## src/rtl/tile_renderer.sv

```systemverilog
// One 2048 board tile: holds its value, swaps it only at frame start, and draws the
// matching palette colour with a frame-counted pop animation. Output is zero outside the tile.
module tile_renderer #(
  parameter int unsigned XIDX        = 0,
  parameter int unsigned YIDX        = 0,
  parameter int unsigned TILE_LEN    = 117,
  parameter int unsigned LINE_LEN    = 3,
  parameter int unsigned OUTER_PADX  = 134,
  parameter int unsigned OUTER_PADY  = 35,
  parameter int unsigned ANIM_FRAMES = 8,
  parameter int unsigned INSET_STEP  = 6
) (
  input  logic       clk,
  input  logic       rst,
  input  logic [9:0] counter_x,
  input  logic [9:0] counter_y,
  input  logic       frame_start,
  input  logic [3:0] val,
  input  logic       val_load,
  output logic [7:0] red,
  output logic [7:0] green,
  output logic [7:0] blue,
  output logic       in_tile,
  output logic       busy
);

  localparam int unsigned PW    = 11;
  localparam int unsigned VW    = 4;
  localparam int unsigned CW    = $clog2(ANIM_FRAMES + 1);
  localparam int unsigned XPOS  = OUTER_PADX + XIDX * (TILE_LEN + LINE_LEN);
  localparam int unsigned YPOS  = OUTER_PADY + YIDX * (TILE_LEN + LINE_LEN);

  localparam logic [PW-1:0] X_LO   = PW'(XPOS);
  localparam logic [PW-1:0] X_HI   = PW'(XPOS + TILE_LEN);
  localparam logic [PW-1:0] X_LAST = PW'(XPOS + TILE_LEN - 1);
  localparam logic [PW-1:0] Y_LO   = PW'(YPOS);
  localparam logic [PW-1:0] Y_HI   = PW'(YPOS + TILE_LEN);
  localparam logic [PW-1:0] Y_LAST = PW'(YPOS + TILE_LEN - 1);

  typedef enum logic {IDLE = 1'b0, POP = 1'b1} state_t;

  state_t        state, state_nxt;
  logic [CW-1:0] anim_cnt, anim_cnt_nxt;
  logic [VW-1:0] cur_val, pend_val, apply_val_c;
  logic          pend_valid, apply_c, trigger_c;

  // Value to apply at this frame start: same-cycle load takes priority over the pending one.
  always_comb begin
    apply_c     = frame_start && (val_load || pend_valid);
    apply_val_c = val_load ? val : pend_val;
    trigger_c   = apply_c && (apply_val_c != '0) && (apply_val_c != cur_val);
  end

  always_ff @(posedge clk) begin
    if (rst) begin
      cur_val    <= '0;
      pend_val   <= '0;
      pend_valid <= 1'b0;
    end else begin
      if (apply_c) cur_val <= apply_val_c;
      if (frame_start) begin
        pend_valid <= 1'b0;
      end else if (val_load) begin
        pend_valid <= 1'b1;
        pend_val   <= val;
      end
    end
  end

  // FSM state register
  always_ff @(posedge clk) begin
    if (rst) begin
      state    <= IDLE;
      anim_cnt <= '0;
    end else begin
      state    <= state_nxt;
      anim_cnt <= anim_cnt_nxt;
    end
  end

  // FSM next state: a triggering apply (re)starts the pop, otherwise count down per frame
  always_comb begin
    state_nxt    = state;
    anim_cnt_nxt = anim_cnt;
    if (trigger_c) begin
      state_nxt    = POP;
      anim_cnt_nxt = CW'(ANIM_FRAMES);
    end else if (state == POP && frame_start) begin
      if (anim_cnt <= CW'(1)) begin
        state_nxt    = IDLE;
        anim_cnt_nxt = '0;
      end else begin
        anim_cnt_nxt = anim_cnt - CW'(1);
      end
    end
  end

  // FSM outputs
  always_comb begin
    busy = (state == POP);
  end

  logic [PW-1:0] cx, cy, inset_c;
  logic          hit_c;

  always_comb begin
    cx      = {1'b0, counter_x};
    cy      = {1'b0, counter_y};
    hit_c   = (cx >= X_LO) && (cx < X_HI) && (cy >= Y_LO) && (cy < Y_HI);
    inset_c = (state == POP) ? PW'(PW'(anim_cnt) * PW'(INSET_STEP)) : '0;
  end

  logic          s1_hit;
  logic [PW-1:0] s1_dl, s1_dr, s1_dt, s1_db, s1_inset;
  logic [VW-1:0] s1_val;

  // Stage 1: hit flag, edge distances and the value/inset in effect for this pixel
  always_ff @(posedge clk) begin
    if (rst) begin
      s1_hit   <= 1'b0;
      s1_dl    <= '0;
      s1_dr    <= '0;
      s1_dt    <= '0;
      s1_db    <= '0;
      s1_inset <= '0;
      s1_val   <= '0;
    end else begin
      s1_hit   <= hit_c;
      s1_dl    <= cx - X_LO;
      s1_dr    <= X_LAST - cx;
      s1_dt    <= cy - Y_LO;
      s1_db    <= Y_LAST - cy;
      s1_inset <= inset_c;
      s1_val   <= cur_val;
    end
  end

  function automatic logic [23:0] palette(input logic [VW-1:0] v);
    logic [23:0] rgb;
    case (v)
      4'd0:    rgb = 24'hCDC1B4;
      4'd1:    rgb = 24'hEEE4DA;
      4'd2:    rgb = 24'hEDE0C8;
      4'd3:    rgb = 24'hF2B179;
      4'd4:    rgb = 24'hF59563;
      4'd5:    rgb = 24'hF67C5F;
      4'd6:    rgb = 24'hF65E3B;
      4'd7:    rgb = 24'hEDCF72;
      4'd8:    rgb = 24'hEDCC61;
      4'd9:    rgb = 24'hEDC850;
      4'd10:   rgb = 24'hEDC53F;
      4'd11:   rgb = 24'hEDC22E;
      default: rgb = 24'h3C3A32;
    endcase
    return rgb;
  endfunction

  logic        border_c;
  logic [23:0] colour_c;

  // Pixels within the shrinking inset band show the empty colour
  always_comb begin
    border_c = (s1_dl < s1_inset) || (s1_dr < s1_inset) ||
               (s1_dt < s1_inset) || (s1_db < s1_inset);
    colour_c = palette(border_c ? VW'(0) : s1_val);
  end

  // Stage 2: final colour, zero outside so tiles can be ORed together
  always_ff @(posedge clk) begin
    if (rst) begin
      red     <= '0;
      green   <= '0;
      blue    <= '0;
      in_tile <= 1'b0;
    end else if (s1_hit) begin
      {red, green, blue} <= colour_c;
      in_tile            <= 1'b1;
    end else begin
      {red, green, blue} <= '0;
      in_tile            <= 1'b0;
    end
  end

endmodule

```

## config.mk

```make
export PLATFORM = sky130hd
export DESIGN_NAME = tile_renderer
export DESIGN_NICKNAME = d
export VERILOG_FILES = /design/src/rtl/tile_renderer.sv
export SDC_FILE = /design/constraint.sdc
export NUM_CORES = 1
export LEC_CHECK = 0
export BUFFER_PORTS_ARGS = -buffer_cell sky130_fd_sc_hd__buf_4
export CAP_MARGIN = 10
export CELL_PAD_IN_SITES_DETAIL_PLACEMENT = 1
export CELL_PAD_IN_SITES_GLOBAL_PLACEMENT = 1
export CORE_MARGIN = 2
export CORE_UTILIZATION = 36
export DETAILED_ROUTE_END_ITERATION = 8
export MAX_ROUTING_LAYER = met4
export PLACE_DENSITY_LB_ADDON = 0.1
export SETUP_SLACK_MARGIN = 0.05
export SYNTH_ARGS = -nofsm -noshare
export SYNTH_HDL_FRONTEND = slang
export SYNTH_SLANG_ARGS = --single-unit
```

## constraint.sdc

```tcl
create_clock -name clk -period 7.7 [get_ports clk]
set_input_delay 1.155 -clock clk [delete_from_list [all_inputs] [get_ports clk]]
set_output_delay 1.155 -clock clk [all_outputs]
set_load 0.005 [all_outputs]
```

==> qor.yml <==
place:
  dp_hpwl_mm: 7.70
  dp_worst_setup_slack_ns: 4.35
  numPortBuffers: 53
  place_congestion: 0.841
layout:
  area_delta_synth_final_pct: 18.0
  multi_input_area_um2: 2370
  diodes: 0
  drive_gt1_frac: 0.152
  seq_area_um2: 1760
  fin_nets: 600
  num-fill-cells: 1405
timing:
  tns_ns: 0
  tightestPinTransition_ns: 1.03
  setup_slack_ns: 4.30
  max-slew-margin-rel: 0.316
  finalSetupViolations: 0
  grt_setup_unrepaired: "no"
  period_needed_ns: 3.40
  finalCritPeriodShare: 0.441
  hold_viol: 0
  fin_skew_ns: 0.00648
  maxClockFrequency_ghz: 0.294
  slew_viol_final: 0
cts:
  clockBufferDepth: 2
  numCtsBuffers: 9
  cts.repair.resized: 0
  cts_root_buf: "clkbuf_16"
  clock-sinks: 88
  cts_hold_buf: 0
  cts_setup_buffers: 0
  path_clk_slew_ns: 0.07
  cts_tree: "yes"
  insertion_delay_ns: 0.35
  h-tree-depth: 3
pwr:
  total_power_mw: 1.10
  peakVddDrop_mv: 0.0997
  p_per_area_nw_per_um2: 215
  leakagePower_nw: 2.16
synth:
  syn_nets: 559
  synthCells: 481
  synthMuxAreaShare: 0.0207
  synthTopCellsByCount: "dfxtp_1, nor2_1, ha_1"
  synth_fa_ha_area_frac: 0.145
  synth_top_area_cell: "dfxtp_1"
  synth_top_family_by_area: "simple AND/OR/NAND/NOR gates"
  syn_area_per_cell_um2: 9.07
  synth_top_area_frac: 0.404
  synth_ff_type: "dfxtp_1"
  yosys-top-cells-area: "dfxtp_1, ha_1, nor2_1, a21oi_1, xnor2_1"
  synth_compound_area_frac: 0.135
  async_flop_share: 0
  synth_cell_type_count: 53
  yosysMostFrequentCell: "dfxtp_1"
  yosys_warnings: 0
  synth_xor_area_frac: 0.0643
  syn_area_um2: 4360
  ys_seq_elements: 88
  synth-edff-count: 0
  yosys.area_share.simple: 0.179
  ys_seq_area_frac: 0.404
setup_path:
  critPathMaxFanout: 22
  reg2reg_to: "blue[4]"
  critPathLaunchType: "register"
  crit_arrival_ns: 3.66
  critPathLaunch: "s1_inset[6]"
  crit_required_ns: 7.96
  r2r_setup_slack_ns: 4.30
  r2r_start: "s1_inset[6]"
  crit_path_end_kind: "register"
  crit_end: "blue[4]"
  path_class: "register to register"
  worstRegToRegCells: 13
floorplanning:
  die_h_um: 114
  die_area_um2: 13000
  start_util: 0.366
  io_pins: 54
  dieWidth_um: 114
  row_count: 40
  core-area_um2: 11900
grt:
  grt_pass1_vias: 3392
  overflow: 0
  grt_max_degree: 59
  antenna_found_initial: 0
  grt_usage: 0.173
  grt_pass1_wl_mm: 17.1
route:
  wl_per_cell_um: 15.2
  drtAntennaViolNets: 0
  num_vias: 3419
  drc: 0
  dr.pass1.iters: 4
  viasPerCell: 5.07
  drtIter0Drc: 106
  routed_wl_mm: 10.2
min_path:
  hold_path.class: "register to register"
job:
  cap_violations: 0
run_status:
  outcome: "finished clean"
-- stage by stage --
step           utilization  hold slack (ns)  area [µm²]  cells
2_1_floorplan            -            0.458        4360    481
3_3_place_gp         0.405            0.469        4820    658
3_5_place_dp         0.405            0.486        4820    658
4_1_cts              0.432            0.489        5150    674
5_1_grt              0.432            0.524        5150    674
6_report             0.432            0.486        5150    674
-- report_power, final --
group	switching [mW]	internal (mW)	leakage (nW)	total, mW
sequential	0.0121	0.476	0.722	0.488
combinational	0.0837	0.0588	1.29	0.143
clock	0.179	0.294	0.157	0.474
total	0.275	0.829	2.16	1.10
-- flip-flops by register name, indices dropped and copies added, names as in the netlist --
signal	count
s1_db	10
s1_dl	10
busy	1
blue	8
green	7
red	7
in_tile	1
pend_valid	1
s1_dt	10
s1_inset	6
cur_val	4
s1_hit	1
pend_val	4
anim_cnt	4
s1_val	4
s1_dr	10
-- critical path: stages, from the launching register on --
cell and delay, ns:
dfxtp_1 0.31, inv_1 0.09, ha_1 0.34, a211o_1 0.18, nor4_2 0.07, o221ai_1 0.09, o2111ai_2 0.58, nor2_1 0.53
inv_1 0.19, ha_1 0.32, nor2_1 0.18, nor2_1 0.06, a2111o_1 0.31, o31ai_2 0.06
-- cells in the final DEF (no fill, tap or decap), types with 3 or more instances in the layout --
cell,instances
nor2b_1,9
or3_4,3
a211oi_1,7
o221ai_1,3
xnor2_1,17
a211o_1,3
xor2_1,15
nor2_1,77
mux2i_1,9
o211ai_1,3
clkbuf_16,9
nand2_1,24
o21ai_0,16
a21oi_1,35
nand4_1,5
nor3_1,18
nand3_1,3
buf_4,53
inv_1,26
ha_1,49
nor4_1,3
dfxtp_1,88
nand2b_1,8
-- cell families after synthesis --
logic type,Yosys count
buffers and inverters,51
and+or+nand+nor,164
xor gates and xnor gates,32
muxes,9
adders and majority gates,50
AOI/OAI and AO/OA,87
DFF,88
-- how the worst min path moves through the flow --
| stage | from | end | slack, ns | depth (start not counted) |
|---|---|---|---|---|
| detailed placement | pend_val[2] | pend_val[2] | 0.49 | 2 |
| global route | cur_val[0] | s1_val[0] | 0.52 | 1 |
| global placement | pend_val[1] | pend_val[1] | 0.47 | 2 |
| CTS | cur_val[1] | s1_val[1] | 0.49 | 1 |
| floorplan | pend_val[1] | pend_val[1] | 0.46 | 2 |
| finish | cur_val[1] | s1_val[1] | 0.49 | 1 |
-- layer usage --
layer | vias to the layer above | global-route usage | wire length, µm
li1 | 1718 | - | -
met1 | 1633 | 0.221 | 4990
met2 | 59 | 0.273 | 4750
met3 | 9 | 0.0418 | 381
met4 | 0 | 0.0488 | 123
met5 | - | - | 0
-- final cells by class --
type,instances,area share
Clock buffer,12,0.0479
Clock inverter,4,0.0151
Inverter,28,0.0204
Multi-Input combinational cell,342,0.461
Sequential cell,88,0.342
Tap cell,147,0.0357
Timing Repair Buffer,53,0.0773
Note: power is estimated with default switching activity, not from simulation.
